## src/rtl/mult16_seq_ctrl.sv

```systemverilog
// 16x16 unsigned multiply sequenced over four cycles through one shared 8x8 multiplier.
// Byte partial products are shifted into a 32-bit accumulator; start/done handshake.

module multiplier8 (
    input  logic [7:0]  a,
    input  logic [7:0]  b,
    output logic [15:0] result
);
    assign result = a * b;
endmodule

module mult16_seq_ctrl #(
    parameter bit HOLD_RESULT = 1'b1
) (
    input  logic        clk,
    input  logic        rst,
    input  logic        start,
    input  logic        abort,
    input  logic [15:0] op_a,
    input  logic [15:0] op_b,
    output logic        ready,
    output logic        busy,
    output logic        done,
    output logic [31:0] product
);
    typedef enum logic [1:0] {IDLE, MUL, DONE} state_t;

    state_t      state, state_next;
    logic [1:0]  step;
    logic [15:0] a_q, b_q;
    logic [31:0] acc, pp_shifted, acc_sum;
    logic [7:0]  mul_a, mul_b;
    logic [15:0] pp;
    logic        accept;

    multiplier8 u_mul (.a(mul_a), .b(mul_b), .result(pp));

    assign busy    = (state == MUL);
    assign ready   = ~busy;
    assign done    = (state == DONE);
    assign accept  = start && ready;
    assign acc_sum = acc + pp_shifted;

    // NOTE: every always_comb output gets a default first so no path leaves it unassigned (no latch).
    always_comb begin
        state_next = state;
        case (state)
            IDLE:    if (start) state_next = MUL;
            MUL: begin
                if (abort)            state_next = IDLE;
                else if (step == 2'd3) state_next = DONE;
            end
            DONE:    state_next = start ? MUL : IDLE;
            default: state_next = IDLE;
        endcase
    end

    // Byte select and shift per step; multiplier inputs stay at zero outside MUL.
    always_comb begin
        mul_a      = 8'd0;
        mul_b      = 8'd0;
        pp_shifted = 32'd0;
        if (state == MUL) begin
            case (step)
                2'd0: begin mul_a = a_q[7:0];  mul_b = b_q[7:0];  pp_shifted = {16'd0, pp};       end
                2'd1: begin mul_a = a_q[7:0];  mul_b = b_q[15:8]; pp_shifted = {8'd0, pp, 8'd0};  end
                2'd2: begin mul_a = a_q[15:8]; mul_b = b_q[7:0];  pp_shifted = {8'd0, pp, 8'd0};  end
                default: begin mul_a = a_q[15:8]; mul_b = b_q[15:8]; pp_shifted = {pp, 16'd0};   end
            endcase
        end
    end

    // NOTE: sequential state uses non-blocking assignments so all registers update from pre-edge values.
    always_ff @(posedge clk or posedge rst) begin
        if (rst) begin
            state   <= IDLE;
            step    <= 2'd0;
            acc     <= 32'd0;
            a_q     <= 16'd0;
            b_q     <= 16'd0;
            product <= 32'd0;
        end else begin
            state <= state_next;
            if (accept) begin
                a_q  <= op_a;
                b_q  <= op_b;
                acc  <= 32'd0;
                step <= 2'd0;
            end else if (state == MUL) begin
                if (abort) begin
                    step <= 2'd0;
                end else begin
                    acc  <= acc_sum;
                    step <= step + 2'd1;
                end
            end

            if (state == MUL && !abort && step == 2'd3)
                product <= acc_sum;
            else if (!HOLD_RESULT && state == DONE)
                product <= 32'd0;
        end
    end
endmodule

```

## config.mk

```make
export PLATFORM = sky130hd
export DESIGN_NAME = mult16_seq_ctrl
export DESIGN_NICKNAME = d
export VERILOG_FILES = /design/src/rtl/mult16_seq_ctrl.sv
export SDC_FILE = /design/constraint.sdc
export NUM_CORES = 1
export LEC_CHECK = 0
export BUFFER_PORTS_ARGS = -buffer_cell sky130_fd_sc_hd__buf_2
export CAP_MARGIN = 20
export CORE_MARGIN = 5
export CORE_UTILIZATION = 40
export CTS_CLUSTER_DIAMETER = 30
export CTS_CLUSTER_SIZE = 8
export DETAILED_ROUTE_END_ITERATION = 6
export PLACE_DENSITY = 0.63
export SLEW_MARGIN = 0
export SYNTH_ARGS = -nofsm -noshare
export SYNTH_HDL_FRONTEND = slang
export SYNTH_SLANG_ARGS = --single-unit
export TNS_END_PERCENT = 50
```

## constraint.sdc

```tcl
create_clock -name clk -period 9.4 [get_ports clk]
set_input_delay 1.88 -clock clk [delete_from_list [all_inputs] [get_ports clk]]
set_output_delay 1.88 -clock clk [all_outputs]
set_load 0.05 [all_outputs]
```

; ---- Word-level counts from Yosys, hierarchy flattened
; Cells that the tools add are included.
[totals]
ff_bits = 100
latch_bits = 0
mem_bits_rw = 0
romBits = 0
input_bits = 36
output_inout_bits = 35
word_cells = 47
n_memories = 0
[classes]
n_addsub = 2
n_mul = 1
n_div = 0
n_lt_le_gt_ge = 0
eq_ne = 8
shift = 0
muxes = 17
bitwise_logic = 1
reduce_logical = 12
[ops]
columns = op, count
row1 = 2-to-1 mux 32 bit, 4
row2 = one-hot mux 32 bit (2 select lines), 1
row3 = adder 32 bit, 1
row4 = 2-to-1 mux 8 bit, 4
row5 = multiplier 8 x 8 -> 16 bit, 1
row6 = 2-to-1 mux 2 bit, 6
row7 = "equality test 2 bit, second input constant", 3
row8 = one-hot mux 2 bit (3 select lines), 1
row9 = OR reduction 2 bit, 3
row10 = "equality test 2 x 1 -> 1 bit, second input constant", 2
row11 = zero test 2 bit, 2
row12 = AND reduction 2 bit, 2
row13 = logical AND 1 bit, 3
row14 = "!= test 3 x 2 -> 1 bit, second input constant", 1
row15 = "adder 2 x 1 -> 2 bit, second input constant", 1
row16 = "!= test 2 x 1 -> 1 bit, second input constant", 1
row17 = "!= test 2 bit, second input constant", 1
row18 = nonzero test 2 bit, 1
row19 = zero test 1 bit, 1
row20 = 2-to-1 mux 1 bit, 1
row21 = inverter 1 bit, 1

; ---- Depth between registers and ports, before layout
; Gate-level depths: netlist (run 1).
[depth]
word_depth = 11
ltp_mapped = 32
mapped_depth_nobuf = 32

; ---- Cells and area by module
; From an unflattened synthesis (run 1), not the netlist that was laid out.
[hier_totals]
cells_unflattened = 858
area_unflattened_um2 = 8060.2
[by_module_without_submodules]
columns = mod, instances, cells_per_inst, area_per_inst_um2, seq_area_each_um2
row1 = mult16_seq_ctrl, 1, 615, 5934.4, 2502.4
row2 = multiplier8, 1, 243, 2125.8, 0.0

; ---- Worst setup path before layout (run 1)
; OpenSTA, ideal clock, no wires.
[synth_path]
path_kind = register to register
start = register step[0]
end = register acc[31]
setup_ps = 79
arrival_ps = 7352
required_time_ps = 9321
slack_ps = 1969
stages_incl_launch_ff = 31
n_path_buf = 0
synth_period_minus_slack_ps = 7431
cell_sequence = dfrtp_1 > inv_1 > ha_1 > nor2_1 > mux2i_1 > or3_1 > fa_1 > fa_1 > inv_1 > fa_1 > inv_1 > fa_1 > inv_1 > ha_1 > and3_1 > a2111oi_2 > or3_1 > nor2b_1 > o21ai_0 > nand2b_1 > xnor2_1 > o22ai_1 > ha_1 > nand3_1 > nor4_1 > a22oi_1 > a21bo_2 > o21ai_1 > and3_1 > o21ai_1 > mux2i_1
[synth_between]
elab_chain_cells = 11
word_cells_on_any_way = 17
classes_between = add/sub (1) / mul (1) / eq/ne (2) / mux (9) / reduce/logical (4)
[synth_rtl]
columns = item, line
row1 = "start, declared", 29  ; logic [1:0] step;
row2 = "start signal, assigned", 94  ; step <= step + 2'd1;
row3 = "equality test 2 x 1 -> 1 bit, or another cell as far along", 64  ; case (step)
row4 = OR reduction 2 bit (no source line), n/a
row5 = 2-to-1 mux 8 bit, 64
row6 = 2-to-1 mux 8 bit, 63  ; if (state == MUL) begin
row7 = multiplier 8 x 8 -> 16 bit, 9  ; assign result = a * b;
row8 = one-hot mux 32 bit (2 select lines) *, 64
row9 = 2-to-1 mux 32 bit *, 63
row10 = adder 32 bit *, 42  ; assign acc_sum = acc + pp_shifted;
row11 = 2-to-1 mux 32 bit *, 90  ; if (abort) begin
row12 = 2-to-1 mux 32 bit *, 89  ; end else if (state == MUL) begin
row13 = 2-to-1 mux 32 bit *, 84  ; if (accept) begin
row14 = "end signal, assigned", 93  ; acc <= acc_sum;
row15 = "end, declared", 31  ; logic [31:0] acc, pp_shifted, acc_sum;
; Mark *: on every way between the ends. The rest lies on a longest branch, timed or not. The select of a mux whose other input is x is not followed.
; A chain may end at the register's enable or synchronous reset.

; ---- Worst setup path after layout (run 1)
[layout_path]
start = register step[0]
end = register acc[21]
; The elaborated chain is that of the path after synthesis.

==> flow_metrics.py, run 1 <==
metrics = {
    "min_path": {
        "min_from": "product[21]",
        "holdPathStages": 2,
        "hold_class": "register to register",
    },
    "synthesis": {
        "ys_seq_area_frac": 0.320,
        "synth-edff-count": 0,
        "synth_top_area_share": 0.320,
        "synth_area_leaders": "dfrtp_1 32%, ha_1 11%, fa_1 9.5%",
        "synth_warnings": 0,
        "synthFlopType": "dfrtp_1",
        "syn_area_per_cell_um2": 9.34,
        "syn_area_um2": 7820,
        "synthArstFlopShare": 1.00,
        "ys_ff_latch": 100,
        "synth_top_cell_by_area": "dfrtp_1",
        "yosysUniqueCellTypes": 57,
        "syn-num-nets": 981,
        "syn_inst": 837,
    },
    "final_layout": {
        "mostFrequentLayoutCell": "dfrtp_1",
        "antenna_cells": 0,
        "final_cell_area_um2": 8740,
        "layout_common_cells": "100 x dfrtp_1, 87 x nand2_1, 75 x nor2_1",
        "drive_gt1_frac": 0.155,
        "final_cells": 1168,
        "area_growth_pct": 11.8,
        "final_core_util": 0.452,
        "final_nets": 1042,
    },
    "route": {
        "drt_iter0_drc": 417,
        "drc": 0,
        "ant_nets": 0,
        "wl_per_cell_um": 16.1,
        "routed_wirelength_um": 18900,
        "vias": 6176,
        "firstDrtPassIters": 6,
        "routed_via_density": 5.29,
    },
    "global_routing": {
        "grt_util_all_layers": 0.177,
        "grt_pass1_vias": 6203,
        "grt_pass1_wl_um": 31900,
        "overflow": 0,
        "grt_max_degree": 67,
        "antenna_found_initial": 0,
    },
    "power": {
        "power_uw": 1860,
        "vdd_ir_drop_max_uv": 119,
        "power_frac_clock": 0.200,
        "p_sw_uw": 828,
        "cellLeakagePower_uw": 0.00431,
        "p_int_uw": 1030,
        "pwr-share-comb": 0.504,
        "power_density_nw_per_um2": 213,
        "p_sw_frac": 0.445,
        "seq_power_share": 0.296,
    },
    "timing": {
        "final-hold-violation-count": 0,
        "setup_violations": 0,
        "clock.fmax_mhz": 115,
        "rsz0062_at_grt": "no",
        "skew_ns": 0.0139,
        "drv_slew": 0,
        "fin_tns_setup_ns": 0,
        "period_share": 0.928,
        "period_minus_slack_ns": 8.73,
        "tightest_slew_ns": 0.960,
        "slew_headroom": 0.355,
    },
    "outcome": {
        "status": "finished clean",
    },
    "worst_setup_path": {
        "r2r_cells": 30,
        "setup.worst_path.start": "step[0]",
        "cp-start-kind": "register",
        "cp-end-kind": "register",
        "rr_startpoint": "step[0]",
        "crit_required_ns": 9.59,
        "critPathArrivalTime_ns": 8.92,
        "critical_path_class": "register to register",
        "cpMaxStageDelayCell": "nor2_1",
        "cp_slowest_stage_delay_ns": 0.65,
        "crit_path_max_fanout": 8,
    },
    "clock_tree": {
        "cts-resized-gates": 0,
        "clk_path_buf_depth": 2,
        "h-tree-depth": 3,
        "cts_setup_buffers": 0,
        "clkLatencyLatePin_ns": 0.36,
        "root_buffer": "clkbuf_16",
        "clk_pin_slew_ns": 0.08,
        "cts_tree": "yes",
        "cts_hold_buf": 0,
        "cts_buffers": 9,
        "numClockSinks": 100,
    },
    "floorplan": {
        "initial_core_util": 0.404,
        "die_w_um": 150,
        "coreArea_um2": 19300,
        "die_h_um": 150,
        "dieArea_um2": 22400,
        "rows": 51,
        "ios": 71,
    },
    "place": {
        "dp_hpwl_um": 15000,
        "dp.cells": 1152,
        "port_buffers": 70,
        "dpl_cell_area_um2": 8450,
        "gp_congestion": 0.941,
    },
    "job": {
        "max_cap_viol_count": 0,
    },
}
==> power groups by stage <==
stage / Combinational [µW] / Sequential [µW] / Clock (µW)
after floorplan: 655 / 596 / 0
after global placement: 929 / 559 / 0
after detailed placement: 934 / 560 / 0
after CTS: 939 / 552 / 384
after global routing: 1050 / 563 / 402
final: 937 / 551 / 373
==> Yosys cell counts, types with 9 or more instances <==
library cell,instances
a21o_1,13
a21oi_1,40
a22o_1,16
and2_1,9
clkbuf_1,19
dfrtp_1,100
fa_1,37
ha_1,71
inv_1,65
mux2_2,38
mux2i_1,16
nand2_1,87
nand2b_1,19
nor2_1,75
nor3_1,9
o21a_1,9
o21ai_0,59
o21ai_1,15
or3_1,17
xnor2_1,26
xor2_1,14
==> sequential cells by signal, summed over array words and instances, names as in the netlist <==
register  flops
acc          32
b_q          16
step          2
state         2
product      32
a_q          16
==> critical path, delay by kind of cell, from the launching register on <==
kind,cells,cell delay [ns]
flops,1,0.41
buf+inv,4,0.25
mux,1,0.31
fa+ha+maj,7,3.19
xor+xnor,2,0.56
compound gates,8,1.76
simple gates,8,2.09
==> kinds of logic (layout without fill, tap and decap cells) <==
group,after synthesis,in the layout,share of synthesized area
DFF,100,100,0.320
and+or+nand+nor,243,243,0.142
adders and majority gates,108,108,0.208
buffers and inverters,90,156,0.0435
xor gates and xnor gates,41,41,0.0469
AOI/OAI and AO/OA,201,201,0.164
muxes,54,54,0.0752
==> metrics by stage <==
step / setup slack [ns] / hold WS, ns
after global placement: 0.871 / 0.457
after CTS: 0.646 / 0.482
after detailed placement: 0.697 / 0.457
final: 0.673 / 0.472
after floorplan: 1.97 / 0.455
after global routing: 0.0312 / 0.506
==> final cells by class <==
class / instances / area, µm²
multi-input cells: 647 / 4990
well taps: 265 / 332
clock buffers: 9 / 225
clock inverters: 7 / 67.6
fillers: 1853 / 10600
flip-flops and latches: 100 / 2500
inverters: 66 / 250
repair buffers: 74 / 380
==> routing by layer <==
metal  global-route usage  vias up  part of all wire
li1                     -     3031                 -
met1                0.266     2982              0.49
met2                0.266      145              0.45
met3               0.0309       18             0.044
met4               0.0403        0             0.013
met5                    0        -                 0
==> final timing paths <==
path | slack [ns] | to
setup reg to reg | 0.67 | acc[21]
hold / removal | 0.47 | product[21]
hold reg to reg | 0.47 | product[21]
setup / recovery | 0.67 | acc[21]
min in group asynchronous | 1.53 | b_q[1]
max in group asynchronous | 6.67 | product[19]
Note: power is estimated with default switching activity, not from simulation.
==> run 2, diff against run 1 <==
BUFFER_PORTS_ARGS = -buffer_cell sky130_fd_sc_hd__buf_4   (was -buffer_cell sky130_fd_sc_hd__buf_2)
==> run 2 against run 1 <==
  * Via count decreased by 0.40%
  * Utilization increased by 0.91 points
  * Largest cell class unchanged
  * Worst hold slack improved by 0.010 ns
  * First-iteration DRC count decreased by 18%
  * Cell count unchanged
  * Clock skew decreased by 0.0042 ns
  * Highest routed layer unchanged
  * Routed wire length increased by 0.65%
  * Largest power group unchanged
  * Global-route usage decreased by 0.20 points
  * Critical endpoint unchanged
  * Sequential power about the same
==> flow_metrics.py, run 2 (synthesized netlist as in run 1, its figures left out) <==
metrics = {
    "timing": {
        "setup_ws_ns": 0.810,
        "period_minus_slack_ns": 8.59,
        "clock.fmax_mhz": 116,
        "slew_headroom": 0.270,
        "drv_slew": 0,
        "fin_tns_setup_ns": 0,
        "setup_violations": 0,
        "skew_ns": 0.00966,
        "final-hold-violation-count": 0,
        "whs_ns": 0.482,
        "period_share": 0.914,
        "tightest_slew_ns": 1.10,
        "rsz0062_at_grt": "no",
    },
    "worst_setup_path": {
        "cp_slowest_stage_delay_ns": 0.65,
        "setup.worst_path.start": "step[0]",
        "path_depth": 30,
        "cpMaxStageDelayCell": "nor2_1",
        "reg2reg_to": "acc[21]",
        "worst-r2r-setup-slack_ns": 0.81,
        "critical_path.top_delay_family": "adder cells",
        "rr_startpoint": "step[0]",
        "cp-start-kind": "register",
        "crit_required_ns": 9.60,
        "critPathArrivalTime_ns": 8.79,
        "crit_path_max_fanout": 8,
        "r2r_cells": 30,
        "path_buf_inv": 4,
        "cp-end-kind": "register",
        "critical_path_class": "register to register",
    },
    "global_routing": {
        "grt_pass1_vias": 6067,
        "grtUsageMet2": 0.255,
        "grtUsageMet3": 0.0312,
        "overflow": 0,
        "antenna_found_initial": 0,
        "busiest_layer": "met1",
        "grt_max_degree": 67,
        "grt_util_all_layers": 0.175,
        "met1_usage": 0.268,
        "grt_pass1_wl_um": 31600,
    },
    "power": {
        "cellLeakagePower_uw": 0.00434,
        "vdd_ir_drop_max_uv": 115,
        "power_density_nw_per_um2": 211,
    },
    "min_path": {
        "holdPathStages": 2,
        "min_from": "product[15]",
        "hold_class": "register to register",
        "holdPathEnd": "product[15]",
    },
    "clock_tree": {
        "h-tree-depth": 3,
        "cts-resized-gates": 0,
        "root_buffer": "clkbuf_16",
        "numClockSinks": 100,
        "cts_buffers": 9,
        "clk_path_buf_depth": 2,
        "clk_pin_slew_ns": 0.07,
        "clkLatencyLatePin_ns": 0.36,
        "cts_tree": "yes",
        "cts_hold_buf": 0,
        "cts_setup_buffers": 0,
    },
    "place": {
        "port_buffers": 70,
        "gp_congestion": 0.899,
        "dp_hpwl_um": 14900,
        "post-place-ws_ns": 0.873,
        "dp.cells": 1152,
    },
    "final_layout": {
        "fillers": 1880,
        "reg.largest.list": "acc: 32 flops, product: 32 flops",
        "final_cells": 1168,
        "layout_common_cells": "100 x dfrtp_1, 87 x nand2_1, 75 x nor2_1",
        "antenna_cells": 0,
        "drive_gt1_frac": 0.155,
        "area_growth_pct": 14.1,
        "final_nets": 1042,
        "mostFrequentLayoutCell": "dfrtp_1",
    },
    "floorplan": {
        "die_h_um": 150,
        "dieArea_um2": 22400,
        "coreArea_um2": 19300,
        "die_w_um": 150,
        "ios": 71,
        "initial_core_util": 0.404,
        "rows": 51,
    },
    "outcome": {
        "status": "finished clean",
    },
    "route": {
        "drt_iter0_drc": 343,
        "firstDrtPassIters": 5,
        "drc": 0,
        "routed_wirelength_um": 19000,
        "wl_per_cell_um": 16.3,
        "ant_nets": 0,
        "vias": 6151,
        "routed_via_density": 5.27,
    },
    "job": {
        "max_cap_viol_count": 0,
    },
}
[run 2: area by class of cell]
class,instances,area (µm²),share of cell area
clock buffer,10,239,0.0268
clock inverter,6,53.8,0.00603
inverter,66,250,0.0281
multi-input combinational,647,4990,0.559
sequential,100,2500,0.281
tap,265,332,0.0372
timing repair buffer,74,556,0.0623
[run 2: worst max path at each step]
| stage | end | slack (ns) |
|---|---|---|
| 2_1_floorplan | acc[31] | 1.97 |
| 3_3_place_gp | acc[21] | 0.92 |
| 3_5_place_dp | acc[21] | 0.87 |
| 4_1_cts | acc[21] | 0.80 |
| 5_1_grt | acc[21] | 0.13 |
| 6_report | acc[21] | 0.81 |
[run 2: metal layers]
layer  part of all wire  routed length [µm]  vias to the layer above
met1               0.50                9540                     2926
li1                   -                   -                     3038
met3              0.052                 989                       21
met4              0.014                 275                        0
met5                  0                   0                        -
met2               0.43                8180                      166
[run 2: tightest hold or removal path: stages, from the launching register on]
cell	delay, ns
dfrtp_1	0.34
nand2_1	0.04
o21ai_0	0.06
[run 2: metrics by stage]
| step | total power [µW] | area, µm² | util |
|---|---|---|---|
| floorplan | 1250 | 7820 | - |
| global placement | 1500 | 8630 | 0.446 |
| detailed placement | 1510 | 8630 | 0.446 |
| CTS | 1890 | 8920 | 0.461 |
| global route | 2030 | 8920 | 0.461 |
| finish | 1880 | 8920 | 0.461 |
[run 2: where the power goes]
part | switching (µW) | internal, µW | total, µW | leakage [µW]
clock network | 185 | 192 | 377 | 0.000142
registers | 44.2 | 508 | 552 | 0.00131
logic | 599 | 349 | 948 | 0.00288
total | 828 | 1050 | 1880 | 0.00434
==> run 3, diff against run 2 <==
CORE_ASPECT_RATIO = 0.75   (was unset)
==> run 3 against run 2 <==
  * Sequential power about the same
  * Setup slack better by 0.060 ns
  * Global-route usage up 0.59 points
  * Routed wire length up 3.0%
  * Combinational power up 0.8%
  * Cell count down 0.94%
  * Sequential cell count unchanged
  * Critical path type unchanged
  * Highest routed layer unchanged
==> flow_metrics.py, run 3 (synthesized netlist as in run 1, its figures left out) <==
metrics = {
    "outcome": {
        "status": "finished clean",
    },
    "timing": {
        "tightest_slew_ns": 0.956,
        "rsz0062_at_grt": "no",
        "fin_tns_setup_ns": 0,
        "drv_slew": 0,
        "skew_ns": 0.00764,
        "period_minus_slack_ns": 8.53,
        "clock.fmax_mhz": 117,
        "slew_headroom": 0.360,
        "final-hold-violation-count": 0,
        "setup_violations": 0,
        "period_share": 0.907,
    },
    "floorplan": {
        "rows": 44,
        "initial_core_util": 0.406,
        "ios": 71,
        "die_w_um": 171,
        "coreArea_um2": 19300,
        "dieArea_um2": 22500,
        "die_h_um": 131,
    },
    "global_routing": {
        "grt_util_all_layers": 0.181,
        "antenna_found_initial": 0,
        "grt_pass1_vias": 5905,
        "grt_max_degree": 71,
        "overflow": 0,
        "grt_pass1_wl_um": 32200,
    },
    "power": {
        "seq_power_share": 0.294,
        "p_sw_frac": 0.444,
        "power_density_nw_per_um2": 211,
        "p_int_uw": 1050,
        "power_frac_clock": 0.199,
        "pwr-share-comb": 0.507,
        "vdd_ir_drop_max_uv": 96.3,
        "p_sw_uw": 837,
        "cellLeakagePower_uw": 0.00434,
    },
    "final_layout": {
        "mostFrequentLayoutCell": "dfrtp_1",
        "area_growth_pct": 14.0,
        "final_core_util": 0.463,
        "final_nets": 1043,
        "fillers": 1917,
        "antenna_cells": 0,
        "layout_common_cells": "100 x dfrtp_1, 87 x nand2_1, 75 x nor2_1",
        "reg.largest.list": "acc: 32 flops, product: 32 flops",
        "drive_gt1_frac": 0.155,
    },
    "place": {
        "port_buffers": 70,
        "gp_congestion": 0.947,
        "dp_hpwl_um": 15400,
    },
    "route": {
        "drt_iter0_drc": 398,
        "drc": 0,
        "firstDrtPassIters": 5,
        "routed_via_density": 5.40,
        "ant_nets": 0,
        "wl_per_cell_um": 16.9,
        "vias": 6250,
        "routed_wirelength_um": 19600,
    },
    "clock_tree": {
        "cts_setup_buffers": 0,
        "cts_hold_buf": 0,
        "clk_path_buf_depth": 2,
        "numClockSinks": 100,
        "clkLatencyLatePin_ns": 0.36,
        "cts_buffers": 9,
        "cts_tree": "yes",
        "clk_pin_slew_ns": 0.07,
        "root_buffer": "clkbuf_16",
        "cts-resized-gates": 0,
        "h-tree-depth": 3,
    },
    "worst_setup_path": {
        "crit_required_ns": 9.63,
        "critPathArrivalTime_ns": 8.76,
        "cp-end-kind": "register",
        "crit_path_max_fanout": 8,
        "critical_path_class": "register to register",
        "cp-start-kind": "register",
        "cpMostUsedCell": "fa_1",
        "cp_slowest_stage_delay_ns": 0.66,
        "cpMaxStageDelayCell": "nor2_1",
    },
    "min_path": {
        "hold_class": "register to register",
    },
    "job": {
        "max_cap_viol_count": 0,
    },
}
==> run 3: final timing paths <==
| check | endpoint | slack [ns] | depth (start not counted) | startpoint |
|---|---|---|---|---|
| worst max-delay path | product[23] | 0.87 | 30 | step[0] |
| min in group asynchronous | b_q[6] | 1.50 | 2 | rst |
| max in group asynchronous | acc[24] | 6.64 | 3 | rst |
| worst max register to register | product[23] | 0.87 | 30 | step[0] |
| worst min register to register | product[20] | 0.48 | 2 | product[20] |
| worst min-delay path | product[20] | 0.48 | 2 | product[20] |
==> run 3: power by group through the flow <==
stage | Sequential (µW) | Clock (µW) | Combinational, µW
global placement | 561 | 0 | 944
CTS | 554 | 388 | 952
global route | 565 | 407 | 1060
detailed placement | 562 | 0 | 947
finish | 553 | 375 | 956
floorplan | 596 | 0 | 655
==> run 3: layout make-up <==
| class | count | area (µm²) | area share |
|---|---|---|---|
| clock buffer | 11 | 243 | 0.0272 |
| clock inverter | 5 | 43.8 | 0.00491 |
| inverter | 66 | 250 | 0.0281 |
| multi-input combinational | 647 | 4990 | 0.559 |
| sequential | 100 | 2500 | 0.281 |
| tap | 253 | 317 | 0.0355 |
| timing repair buffer | 75 | 571 | 0.0640 |
==> run 3: critical path, delay by kind of cell (launching register included) <==
kind,cells,cell delay [ns]
adder cells (fa/ha/maj),7,3.09
AO/OA/AOI/OAI,8,1.65
flip-flops,1,0.41
AND/OR/NAND/NOR,9,2.02
multiplexers,1,0.52
buffers and inverters,3,0.17
XOR/XNOR,2,0.53
==> run 3: per-stage QoR <==
step	cells	setup slack, ns	power [µW]	hold WS [ns]	cell area [µm²]
4_1_cts	1156	0.880	1890	0.491	8900
6_report	1157	0.870	1880	0.481	8910
5_1_grt	1157	0.235	2030	0.509	8910
3_3_place_gp	1140	0.989	1510	0.464	8610
3_5_place_dp	1140	0.930	1510	0.465	8610
2_1_floorplan	837	1.97	1250	0.455	7820
==> run 3: per-layer routing <==
layer / share of wire / global-route usage
met5: 0 / 0
met4: 0.0083 / 0.0321
met3: 0.065 / 0.0468
met2: 0.39 / 0.234
met1: 0.54 / 0.297
